`src/rtl/idu_pkg.sv`:
```
// Shared types and sizing for the decode-side long-instruction scheduler.
// Each entry tracks one in-flight long op: its destination register and whether it writes it.
package idu_pkg;
    localparam int LONG_ID_NUM = 4;
    localparam int LONG_ID_W   = $clog2(LONG_ID_NUM);
    localparam int REG_ADDR_W  = 5;

    typedef struct packed {
        logic                  vld;
        logic                  rd_we;
        logic [REG_ADDR_W-1:0] rd;
    } long_ent_t;
endpackage

```
`src/rtl/idu_long_prio_enc.sv`:
```
// Lowest-free-index priority encoder over the entry valid vector.
// The index is 0 when every entry is occupied, so the full flag is reported separately.
module idu_long_prio_enc
    import idu_pkg::*;
(
    input  logic [LONG_ID_NUM-1:0] vld_i,
    output logic [LONG_ID_W-1:0]   free_idx_o,
    output logic                   full_o
);
    always_comb begin
        free_idx_o = '0;
        // Scan from the top so the lowest free index is the one left standing.
        for (int i = LONG_ID_NUM - 1; i >= 0; i--) begin
            if (!vld_i[i]) begin
                free_idx_o = LONG_ID_W'(i);
            end
        end
        full_o = &vld_i;
    end
endmodule

```
`src/rtl/idu_long_sched.sv`:
```
// Long-op scoreboard beside decode: allocates IDs to mul/div/load ops, releases them on commit,
// and stalls decode on RAW/WAW hazards against in-flight ops or when no ID is free.
module idu_long_sched
    import idu_pkg::*;
(
    input  logic                  clk,
    input  logic                  rst_n,
    input  logic                  dec_valid_i,
    input  logic                  dec_long_i,
    input  logic                  dec_rd_we_i,
    input  logic [REG_ADDR_W-1:0] dec_rd_i,
    input  logic                  dec_rs1_re_i,
    input  logic [REG_ADDR_W-1:0] dec_rs1_i,
    input  logic                  dec_rs2_re_i,
    input  logic [REG_ADDR_W-1:0] dec_rs2_i,
    input  logic                  ex_stall_i,
    input  logic                  flush_i,
    input  logic                  commit_valid_i,
    input  logic [LONG_ID_W-1:0]  commit_id_i,
    output logic                  hazard_stall_o,
    output logic                  issue_o,
    output logic [LONG_ID_W-1:0]  long_id_o,
    output logic                  long_id_valid_o,
    output logic [LONG_ID_W:0]    pending_cnt_o,
    output logic                  idle_o,
    output logic                  commit_err_o
);
    long_ent_t ent_q [LONG_ID_NUM];
    long_ent_t ent_d [LONG_ID_NUM];
    logic      commit_err_q;
    logic      commit_err_d;

    logic [LONG_ID_NUM-1:0] vld;
    logic [LONG_ID_NUM-1:0] rel;
    logic [LONG_ID_NUM-1:0] act;
    logic [LONG_ID_W-1:0]   free_idx;
    logic                   all_busy;
    logic                   raw;
    logic                   waw;
    logic                   alloc;
    logic [LONG_ID_W:0]     cnt;

    always_comb begin
        for (int i = 0; i < LONG_ID_NUM; i++) begin
            vld[i] = ent_q[i].vld;
        end
    end

    idu_long_prio_enc u_prio_enc (
        .vld_i      (vld),
        .free_idx_o (free_idx),
        .full_o     (all_busy)
    );

    always_comb begin
        raw = 1'b0;
        waw = 1'b0;
        cnt = '0;
        for (int i = 0; i < LONG_ID_NUM; i++) begin
            rel[i] = commit_valid_i && (commit_id_i == LONG_ID_W'(i)) && vld[i];
            // A same-cycle commit retires the entry before the hazard compare.
            act[i] = vld[i] && !rel[i];
            // rd_we is stored already masked with rd!=0, so x0 writers never match.
            if (act[i] && ent_q[i].rd_we) begin
                if ((dec_rs1_re_i && (dec_rs1_i == ent_q[i].rd)) ||
                    (dec_rs2_re_i && (dec_rs2_i == ent_q[i].rd))) begin
                    raw = 1'b1;
                end
                if (dec_rd_we_i && (dec_rd_i == ent_q[i].rd)) begin
                    waw = 1'b1;
                end
            end
            cnt = cnt + {{LONG_ID_W{1'b0}}, vld[i]};
        end

        hazard_stall_o  = dec_valid_i && !flush_i && (raw || waw || (dec_long_i && all_busy));
        issue_o         = dec_valid_i && !flush_i && !ex_stall_i && !hazard_stall_o;
        alloc           = issue_o && dec_long_i;
        long_id_o       = free_idx;
        long_id_valid_o = alloc;
        pending_cnt_o   = cnt;
        idle_o          = ~|vld;
        commit_err_o    = commit_err_q;
    end

    always_comb begin
        commit_err_d = commit_err_q || (commit_valid_i && !vld[commit_id_i]);
        for (int i = 0; i < LONG_ID_NUM; i++) begin
            ent_d[i] = ent_q[i];
            if (rel[i]) begin
                ent_d[i].vld = 1'b0;
            end
            // The free index comes from registered vld, so it never aliases a releasing entry.
            if (alloc && (free_idx == LONG_ID_W'(i))) begin
                ent_d[i].vld   = 1'b1;
                ent_d[i].rd_we = dec_rd_we_i && (dec_rd_i != '0);
                ent_d[i].rd    = dec_rd_i;
            end
        end
    end

    always_ff @(posedge clk or negedge rst_n) begin
        if (!rst_n) begin
            for (int i = 0; i < LONG_ID_NUM; i++) begin
                ent_q[i] <= '0;
            end
            commit_err_q <= 1'b0;
        end else begin
            for (int i = 0; i < LONG_ID_NUM; i++) begin
                ent_q[i] <= ent_d[i];
            end
            commit_err_q <= commit_err_d;
        end
    end
endmodule

```
`config.mk`:
```
export PLATFORM = sky130hd
export DESIGN_NAME = idu_long_sched
export DESIGN_NICKNAME = d
export VERILOG_FILES = /design/src/rtl/idu_pkg.sv /design/src/rtl/idu_long_prio_enc.sv /design/src/rtl/idu_long_sched.sv
export SDC_FILE = /design/constraint.sdc
export NUM_CORES = 1
export LEC_CHECK = 0
export CAP_MARGIN = 20
export CORE_MARGIN = 10
export CORE_UTILIZATION = 45
export DETAILED_ROUTE_END_ITERATION = 16
export PLACE_DENSITY = 0.67
export RECOVER_POWER = 100
export SLEW_MARGIN = 15
export SYNTH_ARGS = -nofsm -noshare
export SYNTH_HDL_FRONTEND = slang
export SYNTH_SLANG_ARGS = --single-unit
export TNS_END_PERCENT = 5
```
`constraint.sdc`:
```
create_clock -name clk -period 5.6 [get_ports clk]
set_input_delay 0.84 -clock clk [delete_from_list [all_inputs] [get_ports clk]]
set_output_delay 0.84 -clock clk [all_outputs]
set_load 0.02 [all_outputs]
```
# Word-level counts from Yosys, hierarchy flattened
# Index checks and enable logic that the tools add are counted.
[op_classes] n_addsub=3 multipliers=0 div=0 n_lt_le_gt_ge=1 n_eq_ne=18 shift=0 mux=30 bitwise_logic=0 n_reduce_logical=65
[op_table] op="$eq 5x5->1" count=12
[op_table] op="$logic_and 1x1->1" count=40
[op_table] op="$mux 7" count=4
[op_table] op="$mux 1" count=21
[op_table] op="$logic_not 1->1" count=9
[op_table] op="$eq 2x2->1 const B" count=4
[op_table] op="$mux 2" count=4
[op_table] op="$reduce_bool 2->1" count=4
[op_table] op="$logic_or 1x1->1" count=7
[op_table] op="$reduce_bool 5->1" count=1
[op_table] op="$eq 2x1->1 const B" count=2
[op_table] op="$logic_not 2->1" count=2
[op_table] op="$reduce_and 4->1" count=1
[op_table] op="$reduce_or 4->1" count=1
[op_table] op="$add 2x1->3" count=1
[op_table] op="$add 3x1->3" count=1
[op_table] op="$lt 2x3->1 const B" count=1
[op_table] op="$add 1x1->2" count=1
[op_table] op="$bmux 1 s2" count=1
[word_totals] reg_bits=29 latch_bits=0 mem_bits_rw=0 rom_bits=0 inputBits=27 output_inout_bits=10 elab_cells=130 n_memories=0

# Depth between registers and ports, before layout
# Gate-level depths: netlist of the first run.
[logic_depth] ltp_word=21 ltp_mapped=9 mapped_depth_nobuf=7

# By module
# From an unflattened synthesis of the first run, not the netlist that was laid out.
[hier_totals] hier_cells=208 area_unflattened_um2=2203.4
[modules_own_cells] module="idu_long_sched" n_inst=1 cells_per_inst=202 area_per_inst_um2=2173.3 seq_area_each_um2=725.7
[modules_own_cells] module="idu_long_prio_enc" n_inst=1 cells_per_inst=6 area_per_inst_um2=30.0 seq_area_each_um2=0.0

# Least setup slack after synthesis of the first run
# No wires, ideal clock.
[synth_timing] path_kind="input to output" startpoint="input dec_rd_i[0]" endpoint="output issue_o" arrival_ns=2.582 path_slack_ns=2.178 stages=7 path_buffers=1 path_cell_list="buf_4 > xor2_1 > nor3_1 > and3_4 > o41ai_4 > nand2_4 > nor4_1"
[synth_via] elab_chain_cells=15
[synth_rtl] item="start, declared" line_no="idu_long_sched.sv:11" text="input logic [REG_ADDR_W-1:0] dec_rd_i,"
[synth_rtl] item="$eq 5x5->1" line_no="idu_long_sched.sv:69" text="if (dec_rd_we_i && (dec_rd_i == ent_q[i].rd)) begin"
[synth_rtl] item="$logic_and 1x1->1" line_no="idu_long_sched.sv:69"
[synth_rtl] item="$mux 1" line_no="idu_long_sched.sv:69"
[synth_rtl] item="$mux 1" line_no="idu_long_sched.sv:64" text="if (act[i] && ent_q[i].rd_we) begin"
[synth_rtl] item="$mux 1" line_no="idu_long_sched.sv:69"
[synth_rtl] item="$mux 1" line_no="idu_long_sched.sv:64"
[synth_rtl] item="$mux 1" line_no="idu_long_sched.sv:69"
[synth_rtl] item="$mux 1" line_no="idu_long_sched.sv:64"
[synth_rtl] item="$mux 1" line_no="idu_long_sched.sv:69"
[synth_rtl] item="$mux 1 (*)" line_no="idu_long_sched.sv:64"
[synth_rtl] item="$logic_or 1x1->1 (*) (2 in a row)" line_no="idu_long_sched.sv:76" text="hazard_stall_o = dec_valid_i && !flush_i && (raw || waw || (dec_long_i && all_busy));"
[synth_rtl] item="$logic_and 1x1->1 (*)" line_no="idu_long_sched.sv:76"
[synth_rtl] item="$logic_not 1->1 (*)" line_no="idu_long_sched.sv:77" text="issue_o = dec_valid_i && !flush_i && !ex_stall_i && !hazard_stall_o;"
[synth_rtl] item="$logic_and 1x1->1 (*)" line_no="idu_long_sched.sv:77"
[synth_rtl] item="end, declared" line_no="idu_long_sched.sv:21" text="output logic issue_o,"
# Every way passes the cells marked *; elsewhere a longest branch is shown, timed or not.

# Final worst setup path of the first run
[layout_timing] startpoint="input dec_rd_i[0]" endpoint="register ent_q[17] in the netlist's numbering"
[layout_via] elab_chain_cells=17
[layout_rtl] item="$eq 5x5->1" line_no="idu_long_sched.sv:69"
[layout_rtl] item="$logic_and 1x1->1" line_no="idu_long_sched.sv:69"
[layout_rtl] item="$mux 1" line_no="idu_long_sched.sv:69"
[layout_rtl] item="$mux 1" line_no="idu_long_sched.sv:64"
[layout_rtl] item="$mux 1" line_no="idu_long_sched.sv:69"
[layout_rtl] item="$mux 1" line_no="idu_long_sched.sv:64"
[layout_rtl] item="$mux 1" line_no="idu_long_sched.sv:69"
[layout_rtl] item="$mux 1" line_no="idu_long_sched.sv:64"
[layout_rtl] item="$mux 1" line_no="idu_long_sched.sv:69"
[layout_rtl] item="$mux 1 (*)" line_no="idu_long_sched.sv:64"
[layout_rtl] item="$logic_or 1x1->1 (*) (2 in a row)" line_no="idu_long_sched.sv:76"
[layout_rtl] item="$logic_and 1x1->1 (*)" line_no="idu_long_sched.sv:76"
[layout_rtl] item="$logic_not 1->1 (*)" line_no="idu_long_sched.sv:77"
[layout_rtl] item="$logic_and 1x1->1 (*)" line_no="idu_long_sched.sv:77"
[layout_rtl] item="$logic_and 1x1->1 (*)" line_no="idu_long_sched.sv:78" text="alloc = issue_o && dec_long_i;"
[layout_rtl] item="$logic_and 1x1->1 (*)" line_no="idu_long_sched.sv:94" text="if (alloc && (free_idx == LONG_ID_W'(i))) begin"
[layout_rtl] item="end signal, assigned by index" line_no="idu_long_sched.sv:110" text="ent_q[i] <= ent_d[i];"
[layout_rtl] item="end, declared" line_no="idu_long_sched.sv:28" text="long_ent_t ent_q [LONG_ID_NUM];"
# Marked as above.
# A chain may end at the register's enable or synchronous reset.

==> results of run 1 <==
==> cell type report <==
cell class / instances / area [sq um] / share of cell area
clock buffer: 5 / 68.8 / 0.0263
clock inverter: 3 / 17.5 / 0.00668
inverter: 7 / 26.3 / 0.0100
multi-input combinational: 162 / 1340 / 0.509
sequential: 29 / 726 / 0.277
tap: 67 / 83.8 / 0.0320
timing repair buffer: 37 / 364 / 0.139
==> path summary, 6_finish.rpt <==
check,startpoint,to,cells after the start
setup / recovery,dec_rd_i[0],ent_q[17],8
hold / removal,commit_err_o,commit_err_o,1
setup reg to reg,ent_q[7],ent_q[17],7
hold reg to reg,commit_err_o,commit_err_o,1
max in group asynchronous,rst_n,ent_q[3],2
min in group asynchronous,rst_n,ent_q[20],2
==> cells in the mapped netlist, drive strengths merged <==
cell,count,share of area
clkbuf,7,0.015
buf,6,0.022
o21ai,1,0.0022
dfrtp,29,0.32
a21o,3,0.011
fa,1,0.0089
nand4,13,0.039
or4,4,0.015
inv,7,0.012
or3,1,0.0028
nor4,4,0.025
xnor2,49,0.19
a211oi,1,0.0056
ha,5,0.028
mux2,24,0.13
xor2,11,0.043
and3,2,0.0078
nor2,6,0.010
or3b,1,0.0050
nand3b,2,0.0067
o21a,1,0.0033
nand2,14,0.027
mux4,1,0.012
o41ai,1,0.012
o22ai,2,0.0056
nor3b,1,0.0033
o21bai,1,0.0033
nand2b,1,0.0028
nand3,5,0.011
a21oi,1,0.0022
nor3,6,0.016
==> routing by layer <==
layer  share of wire  vias to the layer above  global-route usage
li1                -                      794                   -
met1            0.47                      764               0.177
met2            0.46                       39               0.212
met3           0.046                       11              0.0333
met4           0.020                        0              0.0491
met5               0                        -                   0
==> cells by family after synthesis <==
| group | count (synthesis) | synth area share |
|---|---|---|
| xor+xnor | 60 | 0.234 |
| flops | 29 | 0.323 |
| mux | 25 | 0.142 |
| compound gates | 11 | 0.0451 |
| simple gates | 60 | 0.170 |
| buf+inv | 20 | 0.0485 |
| fa+ha+maj | 6 | 0.0368 |
==> stage by stage <==
step	cell area, sq um	hold WS (ns)	setup slack (ns)	utilization
6_report	2620	0.470	0.962	0.548
5_1_grt	2620	0.531	0.761	0.548
3_3_place_gp	2620	0.462	1.35	0.546
4_1_cts	2700	0.481	1.34	0.564
2_1_floorplan	2250	0.473	2.18	-
3_5_place_dp	2620	0.465	1.35	0.546
==> cell usage in the layout, fill, tap and decap left out, types with 2 or more instances in the layout <==
master            n
a21o_1            2
mux2_4            2
mux2_1            6
nor4_1            4
nand2_1          13
xnor2_1          49
clkbuf_8          5
nand3_1           5
nor2_1            6
inv_1             7
clkinv_2          2
or4_1             4
dlygate4sd3_1    13
nand4_1          12
ha_1              5
nor3_1            6
clkdlybuf4s50_1  23
dfrtp_1          29
nand3b_1          2
o22ai_1           2
mux2_2           16
xor2_1           11
==> flip-flops by register name, indices dropped and copies added, names as in the netlist <==
signal	count
commit_err_o	1
ent_q	28
==> power by group <==
| group | switching (mW) | internal, mW | leakage (nW) |
|---|---|---|---|
| combinational | 0.0988 | 0.129 | 0.656 |
| clock | 0.0829 | 0.0855 | 0.0439 |
| sequential | 0.0541 | 0.245 | 0.378 |
| total | 0.236 | 0.460 | 1.08 |
==> worst reg2reg max path, delay by kind of cell, from the launching register on <==
family / cells / cell delay, ns
AOI/OAI and AO/OA: 1 / 0.55
xor gates and xnor gates: 1 / 0.17
DFF: 1 / 0.45
muxes: 1 / 0.45
and+or+nand+nor: 4 / 2.00
==> flow_summary.ini, run 1 <==
[detailed_routing]
ant_nets = 0
drt_first_iter_violations = 117
drtPass1Iterations = 4
num_vias = 1608
drc = 0
viasPerCell = 5.19
wl_um = 5440
wire_per_inst_um = 17.5

[die]
core-area_sq_um = 4790
fp.dieW_um = 90.6
die-area_sq_um = 8220
ios = 37
row_count = 25
die_h_um = 90.6
start_util = 0.469

[clocking]
clk_latency_ns = 0.28
cts_buffer_depth = 2
postCtsResizedCells = 0
post_cts_buffers = 0
cts_buffers = 5
clk_pin_slew_ns = 0.07
cts_hold_buf = 0
h-tree-depth = 2
cts_sinks = 29
root_buffer = clkbuf_8
cts_tree = done

[sta]
period_needed_ns = 4.64
finalSetupTns_ns = 0
grt_setup_unrepaired = no
fin_crit_sh = 0.828
skew_ns = 0.00446
slew_viol_final = 46
tightest_slew_ns = 1.96
relSlewSlack = -0.322
setup_violations = 0
hold_viol = 0
timing.fmax_ghz = 0.216

[logic_synthesis]
syn_inst = 211
synth-seq-area-share = 0.323
syn_area_sq_um = 2250
postSynthAreaPerCell_sq_um = 10.6
ys_types = 41
yosysWarnings = 0
syn_nets = 244
ys_ff_latch = 29

[power]
leakagePower_nw = 1.08
finalPower_mw = 0.695
power_density_nw_per_um2 = 265
vdd_drop_max_uv = 151

[cells_and_area]
nNetsFinal = 275
area_delta_synth_final_pct = 16.7
final_cells = 310
antenna_cells = 0
fill_cells = 427
drive_above_1_share = 0.132

[placed_design]
post-dp-hpwl_um = 4290
gp_congestion = 0.946
dpl.cell_count = 302
numPortBuffers = 36

[worst_setup_path]
crit_path_top_delay_cell = nor4_1
rrSetupSlack_ns = 1.87
crit_buf_inv = 1
cpPeakStageDelay_ns = 1.59
cp-end-kind = register
startpoint_type = input pin
timing.critical_path.cells = dlygate4sd3_1 > xor2_1 > nor3_1 > and3_2 > o41ai_1 > nand2_4 > nor4_1 > mux2_2
crit_family = simple AND/OR/NAND/NOR gates
crit_arrival_ns = 4.81
crit_required_ns = 5.77
crit_type = in -> reg
critPathMaxFanout = 9

[run_status]
outcome = complete, but fails checks
violations = capacitance limit, slew limit

[grt]
grt-ovfl-total = 0
antenna_found_initial = 0
grtUsageTotal = 0.136
grt_pass1_vias = 1682
grt_max_degree = 30
grt_first_pass_wirelength_um = 8960

[hold_path]
hold_path_class = reg -> reg

[job]
drv_cap = 3
No activity file was read; power rests on OpenSTA's default activity.
==> inputs of run 2 (changes only) <==
==> constraint.sdc (replaced) <==
create_clock -name clk -period 4.35 [get_ports clk]
set_input_delay 0.6525 -clock clk [delete_from_list [all_inputs] [get_ports clk]]
set_output_delay 0.6525 -clock clk [all_outputs]
set_load 0.02 [all_outputs]
==> flow_summary.ini, run 2 (same netlist as run 1, synthesis figures left out) <==
[run_status]
outcome = complete, but fails checks
violations = capacitance limit, slew limit

[sta]
timing.fmax_ghz = 0.250
slew_viol_final = 30
period_needed_ns = 4.00
tightest_slew_ns = 1.56
hold_slack_ns = 0.474
post-route-worst-setup-slack_ns = 0.349
hold_viol = 0
relSlewSlack = -0.0370
fin_crit_sh = 0.920
skew_ns = 0.00756
finalSetupTns_ns = 0
setup_violations = 0
grt_setup_unrepaired = no

[cells_and_area]
final_common_cell = xnor2_1
regMostFlops = ent_q
area_delta_synth_final_pct = 19.4
nNetsFinal = 277
drive_above_1_share = 0.151
final_cell_mix = xnor2_1, dfrtp_1, clkdlybuf4s50_1
antenna_cells = 0
largest_reg_flops = 28

[detailed_routing]
drtPass1Iterations = 4
wl_met3_um = 311
drt_first_iter_violations = 106
wl_met2_um = 2580
ant_nets = 0
wl_met1_um = 2410
wl_um = 5390
drc = 0
viasPerCell = 5.22
highest_layer = met4
num_vias = 1629
wire_per_inst_um = 17.3

[worst_setup_path]
timing.critical_path.cells = dlygate4sd3_1 > xor2_1 > nor2_1 > and3_1 > o41ai_4 > nand2_4 > nor4_1 > dlygate4sd3_1
cp_common_cell = dlygate4sd3_1
cpPeakStageDelay_ns = 0.79
critPathMaxFanout = 9
crit_required_ns = 3.70
crit_type = in -> out
cp-end-kind = primary output
crit_path_top_delay_cell = dlygate4sd3_1
crit_arrival_ns = 3.35
startpoint_type = input pin

[grt]
grt-ovfl-total = 0
grt_first_pass_wirelength_um = 8960
antenna_found_initial = 0
grt_pass1_vias = 1711
grt_max_degree = 30
grtUsageTotal = 0.135

[placed_design]
post-dp-hpwl_um = 4330
gp_congestion = 0.937
numPortBuffers = 36
pre_cts_ws_ns = 0.461

[power]
vdd_drop_max_uv = 180
power_density_nw_per_um2 = 341
finalPower_mw = 0.914
leakagePower_nw = 1.10

[clocking]
cts_hold_buf = 0
post_cts_buffers = 0
cts_buffers = 5
root_buffer = clkbuf_8
clk_pin_slew_ns = 0.06
cts_sinks = 29
cts_buffer_depth = 2
cts_tree = done
clk_latency_ns = 0.28
postCtsResizedCells = 0
h-tree-depth = 2

[die]
core-area_sq_um = 4790
fp.dieW_um = 90.6
start_util = 0.469
die-area_sq_um = 8220
ios = 37
row_count = 25
die_h_um = 90.6

[hold_path]
hold_path_class = reg -> reg

[job]
drv_cap = 1
==> run 2: cell count changes in the layout (fill, tap and decap cells not counted), sizes merged <==
| cell | previous run | this run |
|---|---|---|
| clkbuf | 6 | 7 |
| clkinvlp | 1 | 0 |
| buf | 0 | 2 |
==> run 2: layout make-up <==
class / count / area (sq um)
Fill cell: 435 / 2100
Multi-Input combinational cell: 162 / 1370
Sequential cell: 29 / 726
Timing Repair Buffer: 39 / 379
Tap cell: 67 / 83.8
Clock buffer: 6 / 82.6
Inverter: 7 / 26.3
Clock inverter: 2 / 13.8
==> run 2: where the power goes <==
part / total, mW / internal (mW) / switching, mW
clock: 0.232 / 0.128 / 0.104
combinational: 0.294 / 0.167 / 0.126
sequential: 0.388 / 0.316 / 0.0726
total: 0.914 / 0.611 / 0.303
==> run 2: worst paths after layout <==
kind | start | endpoint | slack (ns) | cells past startpoint
hold / removal | commit_err_o | commit_err_o | 0.47 | 1
max in group asynchronous | rst_n | ent_q[12] | 2.16 | 2
min in group asynchronous | rst_n | ent_q[7] | 1.29 | 2
setup reg to reg | ent_q[8] | ent_q[22] | 1.35 | 7
setup / recovery | dec_rd_i[3] | issue_o | 0.35 | 8
hold reg to reg | commit_err_o | commit_err_o | 0.47 | 1
==> run 2: metal layers <==
metal  track usage  vias to the layer above
li1              -                      799
met1         0.169                      775
met2         0.218                       47
met3        0.0399                        8
met4        0.0398                        0
met5             0                        -
==> run 2: through the flow <==
step,util,area (sq um),cells
4_1_cts,0.570,2730,312
3_3_place_gp,0.550,2630,304
3_5_place_dp,0.550,2630,304
2_1_floorplan,-,2250,211
5_1_grt,0.560,2680,312
6_report,0.560,2680,312
==> run 2: worst max-delay path: cells and delay by family <==
family | cells | cell delay (ns)
buffers and inverters | 2 | 1.50
xor gates and xnor gates | 1 | 0.20
and+or+nand+nor | 4 | 0.60
AOI/OAI and AO/OA | 1 | 0.39
==> inputs of run 3 (changes only) <==
--- a/config.mk
+++ b/config.mk
@@ -5,6 +5,7 @@
 export SDC_FILE = /design/constraint.sdc
 export NUM_CORES = 1
 export LEC_CHECK = 0
+export ABC_AREA = 0
 export CAP_MARGIN = 20
 export CORE_MARGIN = 10
 export CORE_UTILIZATION = 45
==> constraint.sdc (replaced) <==
create_clock -name clk -period 4.5 [get_ports clk]
set_input_delay 0.675 -clock clk [delete_from_list [all_inputs] [get_ports clk]]
set_output_delay 0.675 -clock clk [all_outputs]
set_load 0.02 [all_outputs]
==> flow_summary.ini, run 3 (same netlist as run 1, synthesis figures left out) <==
[run_status]
outcome = complete, but fails checks
violations = capacitance limit, slew limit

[detailed_routing]
num_vias = 1598
wire_per_inst_um = 17.7
viasPerCell = 5.15
ant_nets = 0
wl_met1_um = 2550
wl_um = 5480
drc = 0
drt_first_iter_violations = 87
wl_met3_um = 305
wl_met2_um = 2580
drtPass1Iterations = 4
highest_layer = met4

[cells_and_area]
final_cell_mix = xnor2_1, dfrtp_1, clkdlybuf4s50_1
drive_above_1_share = 0.136
multi_input_area_sq_um = 1360
nNetsFinal = 275
regMostFlops = ent_q
final_cells = 310
area_delta_synth_final_pct = 18.2
antenna_cells = 0
final_common_cell = xnor2_1
largest_reg_flops = 28
seqCellArea_sq_um = 726
final_util = 0.555
fill_cells = 426

[sta]
tightest_slew_ns = 1.67
setup_violations = 0
hold_slack_ns = 0.479
grt_setup_unrepaired = no
finalSetupTns_ns = 0
hold_viol = 0
post-route-worst-setup-slack_ns = 0.416
period_needed_ns = 4.08
slew_viol_final = 38
skew_ns = 0.00537
relSlewSlack = -0.125
fin_crit_sh = 0.908
timing.fmax_ghz = 0.245

[die]
core-area_sq_um = 4790
die-area_sq_um = 8220
die_h_um = 90.6
ios = 37
start_util = 0.469
row_count = 25
fp.dieW_um = 90.6

[worst_setup_path]
crit_path_top_delay_cell = nor4_1
critPathMaxFanout = 9
crit_family = simple AND/OR/NAND/NOR gates
crit_type = in -> reg
crit_arrival_ns = 4.25
timing.critical_path.cells = dlygate4sd3_1 > xor2_1 > nor2_1 > and3_1 > o41ai_4 > nand2_4 > nor4_1 > mux2_2
rrSetupSlack_ns = 1.14
crit_required_ns = 4.67
startpoint_type = input pin
timing.rr.end = ent_q[12]
rr_startpoint = ent_q[7]
crit_buf_inv = 1
cpPeakStageDelay_ns = 1.36
cp-end-kind = register
reg2regPathDepth = 7

[grt]
grtUsageTotal = 0.139
grt_first_pass_wirelength_um = 9200
grt-ovfl-total = 0
grt_pass1_vias = 1666
grt_max_degree = 30
antenna_found_initial = 0

[power]
p_int_mw = 0.589
power_density_nw_per_um2 = 332
p_switching_mw = 0.291
comb_power_share = 0.322
vdd_drop_max_uv = 178
clkPwrFrac = 0.254
leakagePower_nw = 1.10
sequentialPowerShare = 0.425
swShare = 0.331

[placed_design]
pre_cts_ws_ns = 0.565
dpl.cell_count = 302
numPortBuffers = 36
gp_congestion = 0.943
post-dp-hpwl_um = 4360

[clocking]
cts_hold_buf = 0
root_buffer = clkbuf_8
cts_sinks = 29
cts_buffers = 5
clk_latency_ns = 0.28
clk_pin_slew_ns = 0.06
h-tree-depth = 2
postCtsResizedCells = 0
cts_tree = done
post_cts_buffers = 0
cts_buffer_depth = 2

[job]
drv_cap = 2

[hold_path]
min_from = commit_err_o
whs_path_depth = 1
hold_path_class = reg -> reg
hold_end = commit_err_o
[run 3: how the worst max path moves through the flow]
stage	start	endpoint	cells after the start
6_report	dec_rd_i[2]	ent_q[12]	8
5_1_grt	dec_rd_i[2]	ent_q[9]	8
4_1_cts	dec_rd_i[1]	issue_o	8
3_5_place_dp	dec_rd_i[1]	issue_o	8
3_3_place_gp	dec_rd_i[1]	issue_o	8
2_1_floorplan	dec_rd_i[0]	issue_o	7
[run 3: final cells by class]
class | instances | area share
clock inverter | 2 | 0.00518
tap | 67 | 0.0316
multi-input combinational | 162 | 0.512
sequential | 29 | 0.273
timing repair buffer | 37 | 0.137
inverter | 7 | 0.00990
clock buffer | 6 | 0.0311
[run 3: worst reg2reg max path, stage by stage, from the launching register on]
cell and delay, ns:
dfrtp_1 0.47, xor2_1 0.18, nor3_1 0.08, and3_1 0.21, o41ai_4 0.39, nand2_4 0.13, nor4_1 1.36, mux2_2 0.44
[run 3: metal layers]
metal,up-vias,GRT usage
met2,35,0.216
met4,0,0.0358
li1,791,-
met1,767,0.181
met3,5,0.0449
met5,-,0
[run 3: per-stage QoR]
| step | instance area [sq um] | power [mW] |
|---|---|---|
| after global routing | 2660 | 0.936 |
| after floorplan | 2250 | 0.572 |
| after global placement | 2620 | 0.668 |
| after CTS | 2710 | 0.900 |
| after detailed placement | 2620 | 0.669 |
| final | 2660 | 0.881 |
[run 3: power groups by stage]
stage                     logic (mW)  registers, mW  clock network, mW
after CTS                      0.292          0.375              0.232
final                          0.283          0.374              0.224
after floorplan                0.213          0.359                  0
after global routing           0.309          0.384              0.243
after detailed placement       0.291          0.378                  0
after global placement         0.292          0.376                  0
